`config.mk`:
```
export PLATFORM = sky130hd
export DESIGN_NAME = chirp_sequencer_flat
export DESIGN_NICKNAME = d
export VERILOG_FILES = /design/src/rtl/chirp_sequencer_pkg.sv /design/src/rtl/chirp_sequencer_if.sv /design/src/rtl/chirp_halfperiod_timer.sv /design/src/rtl/chirp_sequencer.sv /design/src/flat_wrapper.sv
export SDC_FILE = /design/constraint.sdc
export NUM_CORES = 1
export LEC_CHECK = 0
export CORE_ASPECT_RATIO = 1.4
export CORE_MARGIN = 8
export CORE_UTILIZATION = 30
export CTS_CLUSTER_SIZE = 25
export DETAILED_ROUTE_END_ITERATION = 12
export SLEW_MARGIN = 20
export SYNTH_ARGS = -nofsm -noshare
export SYNTH_HDL_FRONTEND = slang
export SYNTH_SLANG_ARGS = --single-unit
```
`constraint.sdc`:
```
create_clock -name clk -period 3.4 [get_ports clk]
set_input_delay 0.68 -clock clk [delete_from_list [all_inputs] [get_ports clk]]
set_output_delay 0.68 -clock clk [all_outputs]
set_load 0.01 [all_outputs]
```
`src/rtl/chirp_sequencer_pkg.sv`:
```
// Shared definitions for the chirp sequencer: state encoding and default widths.
package chirp_sequencer_pkg;

    localparam int DIV_W_DEF = 8;
    localparam int REP_W_DEF = 4;

    typedef enum logic [1:0] {
        ST_IDLE = 2'd0,
        ST_RUN  = 2'd1,
        ST_DONE = 2'd2
    } state_t;

endpackage

```
`src/rtl/chirp_sequencer_if.sv`:
```
// Control/status bundle between a sweep controller (master) and the sequencer (slave).
interface chirp_sequencer_if import chirp_sequencer_pkg::*; #(
    parameter int DIV_W = DIV_W_DEF,
    parameter int REP_W = REP_W_DEF
) ();

    logic             start;
    logic             abort;
    logic [DIV_W-1:0] cfg_start_div;
    logic [DIV_W-1:0] cfg_end_div;
    logic [DIV_W-1:0] cfg_step;
    logic [REP_W-1:0] cfg_reps;
    logic             cfg_loop;
    logic             out;
    logic             busy;
    logic             done;
    logic             err;
    logic [DIV_W-1:0] cur_div;

    modport master (
        output start, abort, cfg_start_div, cfg_end_div, cfg_step, cfg_reps, cfg_loop,
        input  out, busy, done, err, cur_div
    );

    modport slave (
        input  start, abort, cfg_start_div, cfg_end_div, cfg_step, cfg_reps, cfg_loop,
        output out, busy, done, err, cur_div
    );

endinterface

```
`src/rtl/chirp_halfperiod_timer.sv`:
```
// Half-period timer: counts clk cycles and ticks on the last cycle of each half-period.
module chirp_halfperiod_timer import chirp_sequencer_pkg::*; #(
    parameter int DIV_W = DIV_W_DEF
) (
    input  logic             clk,
    input  logic             asyn_rst,
    input  logic             i_load,
    input  logic             i_en,
    input  logic [DIV_W-1:0] i_div,
    output logic             o_tick
);

    logic [DIV_W-1:0] r_count;

    // Tick on count==div-1 so a half-period spans exactly div cycles.
    assign o_tick = i_en && (r_count == i_div - DIV_W'(1));

    // Counter clears on load, wraps to zero on tick, otherwise advances while enabled.
    always_ff @(posedge clk or posedge asyn_rst) begin
        if (asyn_rst) begin
            r_count <= '0;
        end else if (i_load) begin
            r_count <= '0;
        end else if (i_en) begin
            if (o_tick) r_count <= '0;
            else        r_count <= r_count + DIV_W'(1);
        end
    end

endmodule

```
`src/rtl/chirp_sequencer.sv`:
```
// Chirp sequencer: sweeps a square wave from a slow to a fast half-period in
// saturating steps, holding each step for a configured number of full periods.
module chirp_sequencer import chirp_sequencer_pkg::*; #(
    parameter int DIV_W = DIV_W_DEF,
    parameter int REP_W = REP_W_DEF
) (
    input  logic        clk,
    input  logic        asyn_rst,
    chirp_sequencer_if.slave bus
);

    state_t           r_state;
    state_t           w_state_nxt;

    logic [DIV_W-1:0] r_start_div;
    logic [DIV_W-1:0] r_end_div;
    logic [DIV_W-1:0] r_step;
    logic [REP_W-1:0] r_reps;
    logic             r_loop;
    logic [REP_W-1:0] r_rep_cnt;

    logic             r_out;
    logic             r_busy;
    logic             r_done;
    logic             r_err;
    logic [DIV_W-1:0] r_cur_div;

    logic             w_out_nxt;
    logic             w_busy_nxt;
    logic             w_done_nxt;
    logic             w_err_nxt;
    logic [DIV_W-1:0] w_cur_div_nxt;

    logic             w_tick;
    logic             w_cfg_valid;
    logic             w_accept;
    logic             w_period_end;
    logic             w_step_end;
    logic             w_sweep_end;
    logic             w_timer_load;
    logic             w_timer_en;

    function automatic logic cfg_valid(
        input logic [DIV_W-1:0] sd,
        input logic [DIV_W-1:0] ed,
        input logic [DIV_W-1:0] st,
        input logic [REP_W-1:0] rp
    );
        return (ed != '0) && (sd >= ed) && (st != '0) && (rp != '0);
    endfunction

    // Next half-period, clamped at end_div; cur >= end always holds in RUN.
    function automatic logic [DIV_W-1:0] sat_step(
        input logic [DIV_W-1:0] cur,
        input logic [DIV_W-1:0] ed,
        input logic [DIV_W-1:0] st
    );
        return ((cur - ed) > st) ? (cur - st) : ed;
    endfunction

    assign w_cfg_valid  = cfg_valid(bus.cfg_start_div, bus.cfg_end_div, bus.cfg_step, bus.cfg_reps);
    assign w_accept     = (r_state == ST_IDLE) && bus.start && !bus.abort && w_cfg_valid;
    assign w_period_end = w_tick && r_out;
    assign w_step_end   = w_period_end && (r_rep_cnt == r_reps - REP_W'(1));
    assign w_sweep_end  = w_step_end && (r_cur_div == r_end_div);
    assign w_timer_en   = (r_state == ST_RUN);
    assign w_timer_load = (r_state != ST_RUN);

    chirp_halfperiod_timer #(.DIV_W(DIV_W)) u_timer (
        .clk      (clk),
        .asyn_rst (asyn_rst),
        .i_load   (w_timer_load),
        .i_en     (w_timer_en),
        .i_div    (r_cur_div),
        .o_tick   (w_tick)
    );

    // State register.
    always_ff @(posedge clk or posedge asyn_rst) begin
        if (asyn_rst) r_state <= ST_IDLE;
        else          r_state <= w_state_nxt;
    end

    // Next-state logic; abort outranks start in IDLE and sweep end in RUN.
    always_comb begin
        w_state_nxt = r_state;
        case (r_state)
            ST_IDLE: if (w_accept) w_state_nxt = ST_RUN;
            ST_RUN: begin
                if (bus.abort)                     w_state_nxt = ST_IDLE;
                else if (w_sweep_end && !r_loop)   w_state_nxt = ST_DONE;
            end
            ST_DONE: w_state_nxt = ST_IDLE;
            default: w_state_nxt = ST_IDLE;
        endcase
    end

    // Next values of the registered outputs.
    always_comb begin
        w_out_nxt     = 1'b0;
        w_busy_nxt    = 1'b0;
        w_done_nxt    = 1'b0;
        w_err_nxt     = 1'b0;
        w_cur_div_nxt = '0;
        case (r_state)
            ST_IDLE: begin
                if (w_accept) begin
                    w_busy_nxt    = 1'b1;
                    w_cur_div_nxt = bus.cfg_start_div;
                end else if (bus.start && !bus.abort) begin
                    w_err_nxt = 1'b1;
                end
            end
            ST_RUN: begin
                if (bus.abort) begin
                    w_busy_nxt = 1'b0;
                end else if (w_sweep_end && !r_loop) begin
                    w_done_nxt = 1'b1;
                end else begin
                    w_busy_nxt    = 1'b1;
                    w_out_nxt     = w_tick ? ~r_out : r_out;
                    w_cur_div_nxt = r_cur_div;
                    if (w_sweep_end)     w_cur_div_nxt = r_start_div;
                    else if (w_step_end) w_cur_div_nxt = sat_step(r_cur_div, r_end_div, r_step);
                end
            end
            default: ;
        endcase
    end

    // Output registers.
    always_ff @(posedge clk or posedge asyn_rst) begin
        if (asyn_rst) begin
            r_out     <= 1'b0;
            r_busy    <= 1'b0;
            r_done    <= 1'b0;
            r_err     <= 1'b0;
            r_cur_div <= '0;
        end else begin
            r_out     <= w_out_nxt;
            r_busy    <= w_busy_nxt;
            r_done    <= w_done_nxt;
            r_err     <= w_err_nxt;
            r_cur_div <= w_cur_div_nxt;
        end
    end

    // Configuration is captured only on the accepting start cycle.
    always_ff @(posedge clk or posedge asyn_rst) begin
        if (asyn_rst) begin
            r_start_div <= '0;
            r_end_div   <= '0;
            r_step      <= '0;
            r_reps      <= '0;
            r_loop      <= 1'b0;
        end else if (w_accept) begin
            r_start_div <= bus.cfg_start_div;
            r_end_div   <= bus.cfg_end_div;
            r_step      <= bus.cfg_step;
            r_reps      <= bus.cfg_reps;
            r_loop      <= bus.cfg_loop;
        end
    end

    // Full-period repeat counter; wraps to zero at each step end.
    always_ff @(posedge clk or posedge asyn_rst) begin
        if (asyn_rst) begin
            r_rep_cnt <= '0;
        end else if (r_state != ST_RUN) begin
            r_rep_cnt <= '0;
        end else if (w_period_end) begin
            r_rep_cnt <= w_step_end ? '0 : r_rep_cnt + REP_W'(1);
        end
    end

    assign bus.out     = r_out;
    assign bus.busy    = r_busy;
    assign bus.done    = r_done;
    assign bus.err     = r_err;
    assign bus.cur_div = r_cur_div;

endmodule

```
`src/flat_wrapper.sv`:
```
// flat-port wrapper written by rule: the top's interface ports become plain ports
module chirp_sequencer_flat import chirp_sequencer_pkg::*;
#(
    parameter int DIV_W = DIV_W_DEF,
    parameter int REP_W = REP_W_DEF
)
  (clk, asyn_rst, bus_start, bus_abort, bus_cfg_start_div, bus_cfg_end_div, bus_cfg_step, bus_cfg_reps, bus_cfg_loop, bus_out, bus_busy, bus_done, bus_err, bus_cur_div);
  chirp_sequencer_if #(.DIV_W(DIV_W), .REP_W(REP_W)) bus_i ();
  input  logic clk;
  input  logic asyn_rst;
  input wire logic [$bits(bus_i.start)-1:0] bus_start;
  input wire logic [$bits(bus_i.abort)-1:0] bus_abort;
  input wire logic [$bits(bus_i.cfg_start_div)-1:0] bus_cfg_start_div;
  input wire logic [$bits(bus_i.cfg_end_div)-1:0] bus_cfg_end_div;
  input wire logic [$bits(bus_i.cfg_step)-1:0] bus_cfg_step;
  input wire logic [$bits(bus_i.cfg_reps)-1:0] bus_cfg_reps;
  input wire logic [$bits(bus_i.cfg_loop)-1:0] bus_cfg_loop;
  output wire logic [$bits(bus_i.out)-1:0] bus_out;
  output wire logic [$bits(bus_i.busy)-1:0] bus_busy;
  output wire logic [$bits(bus_i.done)-1:0] bus_done;
  output wire logic [$bits(bus_i.err)-1:0] bus_err;
  output wire logic [$bits(bus_i.cur_div)-1:0] bus_cur_div;
  assign bus_i.start = bus_start;
  assign bus_i.abort = bus_abort;
  assign bus_i.cfg_start_div = bus_cfg_start_div;
  assign bus_i.cfg_end_div = bus_cfg_end_div;
  assign bus_i.cfg_step = bus_cfg_step;
  assign bus_i.cfg_reps = bus_cfg_reps;
  assign bus_i.cfg_loop = bus_cfg_loop;
  assign bus_out = bus_i.out;
  assign bus_busy = bus_i.busy;
  assign bus_done = bus_i.done;
  assign bus_err = bus_i.err;
  assign bus_cur_div = bus_i.cur_div;
  chirp_sequencer #(.DIV_W(DIV_W), .REP_W(REP_W)) u_core (.clk(clk), .asyn_rst(asyn_rst), .bus(bus_i));
endmodule
```
Word level (Yosys, flattened, before mapping)
Index checks and enable logic that the tools add are counted.

cells by class
  reductions and logical operators = 21
  $mul = 0
  add/subtract/negate cells = 6
  order comparisons = 2
  bitwise gates (word level) = 1
  muxes and demuxes = 31
  equal/unequal tests = 9
  shift-type cells = 0
  divide/modulo/power cells = 0

operator list
  operator               count
  $mux W8                9
  $eq A8 B8 Y1           2
  $pmux W8 S2            1
  $reduce_bool A8 Y1     2
  $sub A8 B8 Y8          2
  $mux W1                13
  $logic_and A1 B1 Y1    12
  $mux W4                3
  $add A8 B1 Y8 const B  1
  $ge A8 B8 Y1           1
  $gt A8 B8 Y1           1
  $sub A8 B1 Y8 const B  1
  $mux W2                3
  $ne A5 B2 Y1 const B   1
  $add A4 B1 Y4 const B  1
  $eq A4 B4 Y1           1
  $ne A2 B1 Y1 const B   2
  $ne A4 B2 Y1 const B   1
  $pmux W2 S2            1
  $reduce_bool A2 Y1     2
  $reduce_bool A4 Y1     1
  $sub A4 B1 Y4 const B  1
  $ne A3 B2 Y1 const B   1
  $eq A2 B1 Y1 const B   1
  other kinds (5)        6

word-level totals
  memories kept = 0
  flip-flop bits (word level) = 55
  bits of input ports = 33
  word-level logic and storage cells = 83
  RAM bits = 0
  bits in latches = 0
  memory bits (read-only) = 0

Logic depth before layout (Yosys ltp)
  depth in word-level cells = 10
  mapped depth = 19
  mapped depth without buffers = 19

Hierarchy
Synthesis repeated with hierarchy kept, for this count alone.

second synthesis, totals
  cells, all modules = 428
  area, all modules = 3881.2 sq um

by module, submodules not included
  module                  area each (sq um)  instances  seq. area each (sq um)  cells each
  chirp_sequencer         3150.5             1          1176.1                  340
  chirp_halfperiod_timer  730.7              1          200.2                   88

Worst setup path after synthesis
No wires, ideal clock.

  path type = reg-to-reg
  from = register u_core.r_cur_div[1], in the netlist u_core.bus.cur_div[1]
  to = register u_core.r_cur_div[3], in the netlist u_core.bus.cur_div[3]
  data arrival time = 3464 ps
  setup time = 124 ps
  path slack = -189 ps
  path buffers = 0
  stages on the path, launching flop included = 19
  cell sequence = dfrtp_1 > ha_1 > nor2b_1 > o21ai_0 > a21boi_0 > o21ai_0 > nand2b_1 > a21o_1 > a21oi_1 > xnor2_1 > ha_1 > nand2_1 > o21ai_0 > mux2i_1 > a21oi_2 > mux2i_1 > nor3_1 > a211oi_2 > a21oi_1

between the ends
  cells in the longest elaborated chain, start to end = 10
  elaborated cells on any way between the ends = 18
  those cells by class = add/sub: 3; order compare: 1; eq/ne: 3; mux: 6; reduce/logical: 5

RTL lines
  what                                                                    line                    RTL
  start, declared                                                         chirp_sequencer.sv:26   logic [DIV_W-1:0] r_cur_div;
  start signal, assigned                                                  chirp_sequencer.sv:144  r_cur_div <= w_cur_div_nxt;
  parallel branches: the longest is 10 deep, another holds $sub A8 B8 Y8  --

Several ways; the timed one is not identified. The select of a mux whose other input is x is not followed.
A chain may end at the register's enable or synchronous reset.

Worst setup path in the final report
  from = register u_core.r_cur_div[0], in the netlist u_core.bus.cur_div[0]
  to = register u_core.r_cur_div[0], in the netlist u_core.bus.cur_div[0]

The elaborated chain is that of the path after synthesis.

==> impl_metrics.yaml <==
run_status:
  status: "finished, final reports clean"
sta:
  fmax_mhz: 301
  final.min_clock_period_ns: 3.32
  setup_viol: 0
  drv_slew: 0
  grt_setup_unrepaired: "yes"
  hold_viol: 0
  max_slew.worst_pin.slew_ns: 0.995
  slew_headroom_pct: 33.3
  final.period_utilization_pct: 97.7
  final.setup_skew_ns: 0.00494
logic_synthesis:
  netlist_instances: 412
  synth_top_area_cell: "dfrtp_1"
  synth-async-reset-ratio_pct: 100
  netlist_area_um2: 3880
  synth.distinct_cells: 58
  ys_warn_count: 0
  synth_edf_count: 0
  synth_common_cells: "dfrtp_1, inv_1, ha_1, nand2_1, o21ai_0"
  synth_nets: 481
  synth-seq-area-share_pct: 35.5
  yosysMostFrequentCell: "dfrtp_1"
  synth_top_flop_cell: "dfrtp_1"
  synth_seq_cells: 55
  syn_avg_cell_area_um2: 9.41
  ys_top_cells_by_area: "dfrtp_1, ha_1, xnor2_1"
  synth_top_area_share_pct: 35.5
clock_network:
  postCtsHoldBufs: 0
  insertion_delay_ns: 0.29
  cts_tree: "done"
  cts.sinks: 55
  ctsLongestPathBuffers: 2
  cts_root_buffer: "clkbuf_16"
  numCtsBuffers: 5
  htree_levels: 2
  clkTransAtPathRegs_ns: 0.07
layout:
  nNetsFinal: 544
  fin_cells: 627
  post-route-cell-area_um2: 4870
  area_growth_pct: 25.7
  num_antenna_cells: 0
  drive_above_1_share_pct: 17.9
  final_util_pct: 38.2
  fillerInstances: 1286
global_routing:
  met3_usage_pct: 1.65
  grtUsageMet2_pct: 21.9
  grt_pass1_vias: 3287
  grt_antenna_before_repair: 0
  grtUsageTotal_pct: 12.1
  grt_pass1_wl_um: 16300
  grt_overflow: 0
  use_met1_pct: 13.5
  grt_start_max_net_pins: 31
  busiest_layer: "met2"
floorplanning:
  die_y_um: 150
  rows: 49
  coreArea_um2: 12800
  die_w_um: 112
  fp.dieArea_um2: 16900
  ios: 45
  start_util_pct: 30.4
pwr:
  leakage_nw: 2.13
  internal_power_w: 0.00210
  p_sw_w: 0.00135
  swShare_pct: 39.2
  power_frac_seq_pct: 26.2
  peakVddDrop_v: 0.000304
  power_frac_comb_pct: 59.7
  power_density_nw_per_um2: 709
  pwr-share-clk_pct: 14.2
setup_path:
  cp.required_ns: 3.53
  path_cells: "inv_1 > ha_2 > inv_1 > fa_2 > nand2_1 > nand2_1 > a21oi_2 > o21bai_1 > a21oi_1 > xnor2_1 > ha_1 > nand2_1 > o21ai_2 > mux2i_2 > a21oi_4 > buf_12 > mux2i_1 > nor3_1 > a31oi_1 > a22oi_1"
  slowest_delay_ns: 0.38
  slowest_stage: "dfrtp_1"
  end_kind: "flip-flop"
  worst-path-buf-inv: 3
  critical_path_arrival_ns: 3.45
  worstSetupPathType: "reg -> reg"
  worst_path_most_repeated_cell: "nand2_1"
  cp_max_fo: 8
  cp_top_family: "compound AO/OA/AOI/OAI gates"
  worst_setup_path_start_kind: "flip-flop"
drt:
  viasPerCell: 4.99
  wl_per_cell_um: 15.9
  post-route-drc-count: 0
  drtIter0Drc: 130
  first_pass_iters: 4
  finalWirelength_um: 9950
  vias: 3128
  route.antenna.remaining_nets: 0
worst_hold_path:
  hp-class: "reg -> reg"
placed_design:
  gp_congestion: 0.847
  numPortBuffers: 44
  placed_cell_area_um2: 4680
  dp_hpwl_um: 8100
  dp_cells: 620
flow_run:
  drv_cap: 0
-- cell usage in the layout, fill, tap and decap left out, types with 3 or more instances in the layout --
master / count
buf_4: 22
dfrtp_1: 54
nand2b_1: 6
nand2_1: 33
a21o_1: 4
and3_2: 4
a31oi_1: 4
ha_1: 32
a211oi_2: 4
mux2_2: 14
clkbuf_16: 5
inv_1: 34
a21oi_2: 4
nor2b_1: 4
nand3_1: 10
o21ai_0: 22
and3_1: 3
a211oi_1: 5
a22oi_1: 3
a21oi_1: 20
nor3_1: 11
buf_12: 4
and2b_1: 4
xor2_1: 13
nand4_1: 3
nor4_1: 5
nor2_1: 23
xnor2_1: 22
o21a_1: 4
mux2i_1: 7
clkdlybuf4s50_1: 44
-- cell type report --
class	count	area (um^2)	area share [%]
inverter	36	135	2.77
tap	153	191	3.93
sequential	55	1380	28.3
multi-input combinational	307	2350	48.2
clock inverter	1	7.51	0.154
clock buffer	5	125	2.57
timing repair buffer	70	686	14.1
-- cell families (layout without fill, tap and decap cells) --
logic type,Yosys count,after routing,share of synthesized area (%)
simple gates,130,130,18.6
compound gates,83,83,13.8
flops,55,55,35.5
buf+inv,50,112,5.71
fa+ha+maj,36,36,12.0
xor+xnor,36,36,8.33
mux,22,22,6.13
-- power by group through the flow --
| stage | registers [W] | logic (W) | clock network (W) |
|---|---|---|---|
| 6_report | 0.000903 | 0.00206 | 0.000490 |
| 5_1_grt | 0.000921 | 0.00226 | 0.000529 |
| 4_1_cts | 0.000902 | 0.00203 | 0.000509 |
| 3_5_place_dp | 0.000915 | 0.00196 | 0 |
| 3_3_place_gp | 0.000908 | 0.00191 | 0 |
| 2_1_floorplan | 0.000914 | 0.00130 | 0 |
-- stage by stage --
stage	power [W]	hold slack, ns	worst slack (ns)	TNS, ns
finish	0.00345	0.500	0.0772	0
global route	0.00371	0.528	-0.174	-0.812
CTS	0.00344	0.504	0.00422	0
detailed placement	0.00288	0.488	-0.118	-0.752
global placement	0.00282	0.482	-0.00113	-0.00190
floorplan	0.00221	0.460	0.00636	0
-- final timing paths --
check,from,endpoint,slack (ns),depth (start not counted)
setup / recovery,u_core.bus.cur_div[0]$_DFFE_PP0P_,u_core.bus.cur_div[0]$_DFFE_PP0P_,0.08,20
hold / removal,u_core.r_start_div[5]$_DFFE_PP0P_,u_core.r_start_div[5]$_DFFE_PP0P_,0.50,1
setup reg to reg,u_core.bus.cur_div[0]$_DFFE_PP0P_,u_core.bus.cur_div[0]$_DFFE_PP0P_,0.08,20
hold reg to reg,u_core.r_start_div[5]$_DFFE_PP0P_,u_core.r_start_div[5]$_DFFE_PP0P_,0.50,1
max in group asynchronous,asyn_rst,u_core.r_step[3]$_DFFE_PP0P_,2.01,3
min in group asynchronous,asyn_rst,u_core.bus.cur_div[6]$_DFFE_PP0P_,0.81,2
-- layer usage --
layer | part of all wire [%] | wire length [um]
met1 | 43 | 4300
met2 | 50 | 5000
met3 | 2.3 | 233
met4 | 4.2 | 414
met5 | 0 | 0
-- sequential cells by signal, summed over array words and instances (netlist names) --
name and flops:
u_core.bus.busy 1, u_core.bus.cur_div 8, u_core.bus.done 1, u_core.bus.err 1, u_core.bus.out 1, u_core.r_end_div 8, u_core.r_loop 1, u_core.r_rep_cnt 4
u_core.r_reps 4, u_core.r_start_div 8, u_core.r_state 2, u_core.r_step 8, u_core.u_timer.r_count 8
-- what timing repair did --
| item | CTS | global route |
|---|---|---|
| setup buffers | 0 | 1 |
| endpoints found under the hold margin | 0 | 0 |
| resized for setup | 7 | 9 |
| pin swaps | 2 | 17 |
| endpoints found under the setup margin | 8 | 8 |
-- worst register-to-register path, cell delays in order (launching register included) --
cell	delay (ns)
dfrtp_1	0.38
inv_1	0.07
ha_2	0.20
inv_1	0.06
fa_2	0.34
nand2_1	0.08
nand2_1	0.07
a21oi_2	0.16
o21bai_1	0.08
a21oi_1	0.16
xnor2_1	0.09
ha_1	0.30
nand2_1	0.07
o21ai_2	0.18
mux2i_2	0.11
a21oi_4	0.15
buf_12	0.15
mux2i_1	0.18
nor3_1	0.07
a31oi_1	0.16
a22oi_1	0.09
(Power assumes the default switching activity.)
